[src/rtl/seven_segments_reader_if.sv]
// Handshake bundle for seven_segments_reader: segment image in, decoded value out.
// slave  : the reader itself
// master : whoever drives segment images and consumes results
interface seven_segments_reader_if #(
    parameter int unsigned NDIGITS = 3,
    parameter int unsigned VAL_W   = 10
) ();

    logic [7*NDIGITS-1:0] segs;
    logic                 in_valid;
    logic                 in_ready;
    logic [VAL_W-1:0]     value;
    logic                 err;
    logic [NDIGITS-1:0]   err_mask;
    logic                 out_valid;
    logic                 out_ready;

    modport slave (
        input  segs,
        input  in_valid,
        output in_ready,
        output value,
        output err,
        output err_mask,
        output out_valid,
        input  out_ready
    );

    modport master (
        output segs,
        output in_valid,
        input  in_ready,
        input  value,
        input  err,
        input  err_mask,
        input  out_valid,
        output out_ready
    );

endinterface

[src/rtl/seven_segments_reader.sv]
// Reads a packed active-low multi-digit 7-segment image and rebuilds its decimal value,
// one digit per cycle, most significant digit first.
// Optional feature: define SEG_READER_BLANK_EN to accept the all-off pattern as a legal
// blank digit (decodes as 0, no error flag).
module seven_segments_reader #(
    parameter int unsigned NDIGITS        = 3,
    parameter int unsigned VAL_W          = 10,
    parameter bit          SEG_ACTIVE_LOW = 1'b1
) (
    input  logic                   clk,
    input  logic                   rst,
    seven_segments_reader_if.slave bus
);

    localparam int unsigned IDX_W = (NDIGITS > 1) ? $clog2(NDIGITS) : 1;

    typedef enum logic [1:0] {StIdle, StDec, StDone} state_e;

    state_e               r_state;
    state_e               w_state_next;

    logic [7*NDIGITS-1:0] r_segs;
    logic [VAL_W-1:0]     r_acc;
    logic [IDX_W-1:0]     r_idx;
    logic [NDIGITS-1:0]   r_mask;
    logic [VAL_W-1:0]     r_value;
    logic                 r_err;
    logic [NDIGITS-1:0]   r_err_mask;
    logic                 r_out_valid;

    logic [7*NDIGITS-1:0] w_segs_cap;
    logic [6:0]           w_digits [NDIGITS];
    logic [6:0]           w_seg_digit;
    logic [3:0]           w_digit;
    logic                 w_illegal;
    logic [VAL_W-1:0]     w_acc_next;
    logic [NDIGITS-1:0]   w_mask_next;

    // Normalise capture to active-low so the decode table is polarity independent
    assign w_segs_cap = SEG_ACTIVE_LOW ? bus.segs : ~bus.segs;

    // Split the captured image into per-digit fields and pick the one being decoded
    always_comb begin
        for (int k = 0; k < int'(NDIGITS); k++) begin
            w_digits[k] = r_segs[7*k +: 7];
        end
        w_seg_digit = w_digits[r_idx];
    end

    // Active-low {g,f,e,d,c,b,a} pattern to digit; illegal patterns decode as 0
    always_comb begin
        w_digit   = 4'd0;
        w_illegal = 1'b0;
        case (w_seg_digit)
            7'b1000000: w_digit = 4'd0;
            7'b1111001: w_digit = 4'd1;
            7'b0100100: w_digit = 4'd2;
            7'b0110000: w_digit = 4'd3;
            7'b0011001: w_digit = 4'd4;
            7'b0010010: w_digit = 4'd5;
            7'b0000010: w_digit = 4'd6;
            7'b1111000: w_digit = 4'd7;
            7'b0000000: w_digit = 4'd8;
            7'b0011000: w_digit = 4'd9;
`ifdef SEG_READER_BLANK_EN
            7'b1111111: w_digit = 4'd0;
`endif
            default:    w_illegal = 1'b1;
        endcase
    end

    // Horner step: result never exceeds 10**NDIGITS-1, so VAL_W bits cannot overflow
    always_comb begin
        w_acc_next  = VAL_W'(r_acc * VAL_W'(10)) + VAL_W'(w_digit);
        w_mask_next = r_mask;
        if (w_illegal) begin
            w_mask_next = r_mask | (NDIGITS'(1) << r_idx);
        end
    end

    // FSM state register
    always_ff @(posedge clk or posedge rst) begin
        if (rst) begin
            r_state <= StIdle;
        end else begin
            r_state <= w_state_next;
        end
    end

    // FSM next-state logic
    always_comb begin
        w_state_next = r_state;
        case (r_state)
            StIdle:  if (bus.in_valid)   w_state_next = StDec;
            StDec:   if (r_idx == '0)    w_state_next = StDone;
            StDone:  if (bus.out_ready)  w_state_next = StIdle;
            default:                     w_state_next = StIdle;
        endcase
    end

    // FSM outputs; result fields come straight from their holding registers
    always_comb begin
        bus.in_ready  = (r_state == StIdle);
        bus.out_valid = r_out_valid;
        bus.value     = r_value;
        bus.err       = r_err;
        bus.err_mask  = r_err_mask;
    end

    // Datapath: capture, per-digit accumulate, result load and release
    always_ff @(posedge clk or posedge rst) begin
        if (rst) begin
            r_segs      <= '0;
            r_acc       <= '0;
            r_idx       <= '0;
            r_mask      <= '0;
            r_value     <= '0;
            r_err       <= 1'b0;
            r_err_mask  <= '0;
            r_out_valid <= 1'b0;
        end else begin
            case (r_state)
                StIdle: begin
                    if (bus.in_valid) begin
                        r_segs <= w_segs_cap;
                        r_acc  <= '0;
                        r_idx  <= IDX_W'(NDIGITS - 1);
                        r_mask <= '0;
                    end
                end
                StDec: begin
                    r_acc  <= w_acc_next;
                    r_mask <= w_mask_next;
                    r_idx  <= r_idx - 1'b1;
                    if (r_idx == '0) begin
                        r_value     <= w_acc_next;
                        r_err_mask  <= w_mask_next;
                        r_err       <= |w_mask_next;
                        r_out_valid <= 1'b1;
                    end
                end
                StDone: begin
                    // value/err/err_mask intentionally keep their last result
                    if (bus.out_ready) begin
                        r_out_valid <= 1'b0;
                    end
                end
                default: r_out_valid <= 1'b0;
            endcase
        end
    end

endmodule
[src/flat_wrapper.sv]
// flat-port wrapper written by rule: the top's interface ports become plain ports
module seven_segments_reader_flat 
#(
    parameter int unsigned NDIGITS        = 3,
    parameter int unsigned VAL_W          = 10,
    parameter bit          SEG_ACTIVE_LOW = 1'b1
)
  (clk, rst, bus_segs, bus_in_valid, bus_in_ready, bus_value, bus_err, bus_err_mask, bus_out_valid, bus_out_ready);
  seven_segments_reader_if #(.NDIGITS(NDIGITS), .VAL_W(VAL_W)) bus_i ();
  input  logic clk;
  input  logic rst;
  input wire logic [$bits(bus_i.segs)-1:0] bus_segs;
  input wire logic [$bits(bus_i.in_valid)-1:0] bus_in_valid;
  output wire logic [$bits(bus_i.in_ready)-1:0] bus_in_ready;
  output wire logic [$bits(bus_i.value)-1:0] bus_value;
  output wire logic [$bits(bus_i.err)-1:0] bus_err;
  output wire logic [$bits(bus_i.err_mask)-1:0] bus_err_mask;
  output wire logic [$bits(bus_i.out_valid)-1:0] bus_out_valid;
  input wire logic [$bits(bus_i.out_ready)-1:0] bus_out_ready;
  assign bus_i.segs = bus_segs;
  assign bus_i.in_valid = bus_in_valid;
  assign bus_in_ready = bus_i.in_ready;
  assign bus_value = bus_i.value;
  assign bus_err = bus_i.err;
  assign bus_err_mask = bus_i.err_mask;
  assign bus_out_valid = bus_i.out_valid;
  assign bus_i.out_ready = bus_out_ready;
  seven_segments_reader #(.NDIGITS(NDIGITS), .VAL_W(VAL_W), .SEG_ACTIVE_LOW(SEG_ACTIVE_LOW)) u_core (.clk(clk), .rst(rst), .bus(bus_i));
endmodule
[config.mk]
export PLATFORM = sky130hd
export DESIGN_NAME = seven_segments_reader_flat
export DESIGN_NICKNAME = d
export VERILOG_FILES = /design/src/rtl/seven_segments_reader_if.sv /design/src/rtl/seven_segments_reader.sv /design/src/flat_wrapper.sv
export SDC_FILE = /design/constraint.sdc
export NUM_CORES = 1
export LEC_CHECK = 0
export ABC_AREA = 1
export CAP_MARGIN = 20
export CORE_MARGIN = 1
export CORE_UTILIZATION = 45
export DETAILED_ROUTE_END_ITERATION = 10
export PLACE_DENSITY = 0.7
export SLEW_MARGIN = 20
export SYNTH_ARGS = -nofsm -noshare
export SYNTH_HDL_FRONTEND = slang
export SYNTH_SLANG_ARGS = --single-unit
export TNS_END_PERCENT = 1
[constraint.sdc]
create_clock -name clk -period 2.7 [get_ports clk]
set_input_delay 0.405 -clock clk [delete_from_list [all_inputs] [get_ports clk]]
set_output_delay 0.405 -clock clk [all_outputs]
set_load 0.02 [all_outputs]
==> impl_metrics.env <==
export IMPL_vdd_ir_drop_max_uv=643.4
export IMPL_cts_sinks=52
export IMPL_fp_dieW_um=82.56
export IMPL_dpl_cell_count=469
export IMPL_totalWireLength_mm=6.255
export IMPL_ys_types=33
export IMPL_finalSetupViolations=0
export IMPL_r2r_slack_ns=0.02
export IMPL_placedInstanceArea_um2=3510
export IMPL_ys_top_cells_by_area="dfrtp_1, nand2_1, ha_1"
export IMPL_slew_violations=0
export IMPL_period_share=0.9937
export IMPL_arrival_ns=2.86
export IMPL_slowest_delay_ns=0.49
export IMPL_cts_root_buf="clkbuf_8"
export IMPL_multi_input_area_um2=1575
export IMPL_synth_edff_count=0
export IMPL_async_flop_share=1.000
export IMPL_holdBufCountCts=0
export IMPL_grt_pass1_vias=2175
export IMPL_fillers=515
export IMPL_overflow=0
export IMPL_cp_start_kind="flip-flop"
export IMPL_reg2reg_depth=20
export IMPL_grt_pass1_wl_mm=9.791
export IMPL_r2r_end="u_core.bus.value[9]"
export IMPL_drtIter0Drc=69
export IMPL_core_um2=6096
export IMPL_syn_area_per_cell_um2=8.465
export IMPL_hold_viol=0
export IMPL_pre_cts_ws_ns=-0.1009
export IMPL_top_level_ports=41
export IMPL_crit_fanout=9
export IMPL_yosysWarnings=0
export IMPL_tightest_slew_ns=0.6161
export IMPL_diodes=0
export IMPL_antenna_found_initial=0
export IMPL_seqCellArea_um2=1304
export IMPL_path_buf_inv=4
export IMPL_max_slew_margin=0.5888
export IMPL_syn_cell_area_um2=2920
export IMPL_synth_nets=389
export IMPL_start_util=0.4791
export IMPL_grt_util_all_layers=0.1911
export IMPL_rsz0062_at_grt="true"
export IMPL_gp_congestion=0.8538
export IMPL_ant_nets=0
export IMPL_crit_top_cell="nand2_1"
export IMPL_num_nets_final=452
export IMPL_vias_per_cell=4.983
export IMPL_slowest_stage="dfrtp_2"
export IMPL_final_cells=484
export IMPL_place_port_buffers=40
export IMPL_wl_per_cell_um=12.92
export IMPL_rows=28
export IMPL_die_y_um=82.56
export IMPL_crit_required_ns=2.88
export IMPL_path_clk_slew_ns=0.09
export IMPL_yosysTopAreaCellShare=0.4456
export IMPL_skew_ns=0.005737
export IMPL_cts_tree="yes"
export IMPL_critical_path_top_delay_family="simple AND/OR/NAND/NOR gates"
export IMPL_clock_latency_ns=0.30
export IMPL_drive_gt1_frac=0.2225
export IMPL_setup_slack_ns=0.01694
export IMPL_fin_area_um2=3854
export IMPL_grt_max_degree=33
export IMPL_drv_cap=0
export IMPL_fin_crit_ns=2.683
export IMPL_crit_chain="inv_8, nand2_8, nor2_1, inv_1, nand2_1, inv_2, nand2_4, nor2_2, nand2_1, nand2_1, nor2_2, inv_2, ha_4, fa_2, nand3_2, nand2_2, nand4_1, nor2_1, xor2_1, o21ai_1"
export IMPL_drt_pass1_iterations=4
export IMPL_die_area_um2=6815
export IMPL_syn_inst=345
export IMPL_clk_path_buf_depth=2
export IMPL_ys_ff_latch=52
export IMPL_yosysSeqAreaShare=0.4456
export IMPL_htree_levels=2
export IMPL_vias=2412
export IMPL_drc=0
export IMPL_leakagePower_uw=0.001882
export IMPL_power_uw=4614
export IMPL_synth_flop_cell="dfrtp_1"
export IMPL_status="finished clean"
export IMPL_cts_buffers=5
export IMPL_hpwl_mm=4.526
export IMPL_r2r_start="u_core.r_idx[0]"
export IMPL_synth_largest_area_cell="dfrtp_1"
export IMPL_p_per_area_nw_per_um2=1197
export IMPL_hold_path_class="in -> async"
export IMPL_fmax_mhz=372.7
export IMPL_critPathKind="reg -> reg"
export IMPL_syn2layout_area_growth_pct=31.96
export IMPL_crit_path_end_kind="flip-flop"
## how the worst max path moves through the flow
stage,from,to,slack [ns],depth (start not counted)
after global routing,u_core.r_idx[1],u_core.bus.value[8],-0.18,16
after floorplan,u_core.r_idx[0],u_core.bus.value[9],0.06,21
after CTS,u_core.r_idx[0],u_core.bus.value[8],0.03,16
final,u_core.r_idx[0],u_core.bus.value[9],0.02,20
after global placement,u_core.r_idx[0],u_core.bus.value[9],-0.03,20
after detailed placement,u_core.r_idx[0],u_core.bus.value[9],-0.10,20
## per-layer routing
metal / share of wire / up-vias / global-route usage
met2: 0.48 / 49 / 0.3174
met5: 0 / - / 0
met4: 0.014 / 0 / 0.05862
met3: 0.029 / 10 / 0.03407
met1: 0.47 / 1122 / 0.2533
li1: - / 1231 / -
## final cells by class
class	instances	share of cell area
Multi-Input combinational cell	248	0.4088
Sequential cell	52	0.3383
Timing Repair Buffer	63	0.1549
Clock inverter	1	0.007792
Inverter	37	0.03896
Timing Repair inverter	1	0.001948
Clock buffer	7	0.02500
Tap cell	75	0.02435
## kinds of logic (layout without fill, tap and decap cells)
family	count (synthesis)	in the layout	share of synthesized area
compound gates	52	52	0.1011
fa+ha+maj	19	19	0.08655
mux	13	13	0.05013
simple gates	155	155	0.2241
flops	52	52	0.4456
buf+inv	45	109	0.06555
xor+xnor	9	9	0.02699
## synthesized netlist by cell type, types with 2 or more instances
| master | count |
|---|---|
| xor2_1 | 5 |
| inv_1 | 36 |
| or2_2 | 2 |
| nand2_1 | 96 |
| nand3_1 | 4 |
| xnor2_1 | 4 |
| nor2_2 | 7 |
| o21ai_1 | 2 |
| a21oi_2 | 2 |
| ha_1 | 17 |
| clkbuf_1 | 5 |
| nand4_1 | 4 |
| a22o_1 | 2 |
| nand2_2 | 3 |
| a21oi_1 | 17 |
| dfrtp_1 | 52 |
| fa_1 | 2 |
| mux2_2 | 13 |
| o21ai_0 | 24 |
| nor3_1 | 2 |
| nor2_1 | 33 |
| buf_6 | 2 |
## report_power, final
group          internal, uW  switching, uW
Combinational          1130           1570
Sequential             1110            216
Clock                   327            256
Total                  2570           2040
## worst reg2reg max path, cell delays in order (launching register included)
cell     delay, ns
dfrtp_2       0.49
inv_8         0.11
nand2_8       0.07
nor2_1        0.09
inv_1         0.05
nand2_1       0.13
inv_2         0.07
nand2_4       0.09
nor2_2        0.04
nand2_1       0.07
nand2_1       0.07
nor2_2        0.14
inv_2         0.06
ha_4          0.17
fa_2          0.37
nand3_2       0.08
nand2_2       0.06
nand4_1       0.09
nor2_1        0.06
xor2_1        0.15
o21ai_1       0.07
## registers in the layout (all words and copies together), names as in the netlist
name,flops
u_core.bus.err_mask,3
u_core.r_state,2
u_core.bus.value,10
u_core.r_mask,3
u_core.r_idx,2
u_core.r_acc,9
u_core.r_segs,21
u_core.bus.out_valid,1
u_core.bus.err,1
## repair_timing
item                       4_1_cts  5_1_grt
buffers inserted                 3        3
pin swaps                        0       17
hold endpoints to repair         0        0
gates cloned                     0        1
setup endpoints to repair        9       12
gates resized for setup          5       42
## cell usage in the layout (no fill, tap or decap), types with 2 or more instances in the layout
cell              n
nor2_1           30
clkbuf_8          7
xor2_1            4
nand3_1           3
nand2_4           4
ha_1             15
nand2_1          89
clkinvlp_4        2
inv_1            32
a21oi_2           4
dfrtp_1          50
buf_6             3
xnor2_1           4
o21ai_0          19
dfrtp_2           2
clkdlybuf4s50_1  40
nor2_4            4
nor2_2            7
a22o_1            2
inv_2             3
nand4_1           4
nand3_2           2
o21ai_1           7
ha_4              2
nand2_2           6
a21oi_1          14
buf_4            19
mux2_2           13
## metrics by stage
step                      hold slack [ns]    util  TNS (ns)
after global routing               0.4755  0.6322    -1.325
after floorplan                    0.4570       -         0
after CTS                          0.4450  0.6018         0
after global placement             0.4590  0.5757  -0.06397
after detailed placement           0.4652  0.5757   -0.3872
final                              0.4272  0.6322         0
Note: power is estimated with default switching activity, not from simulation.
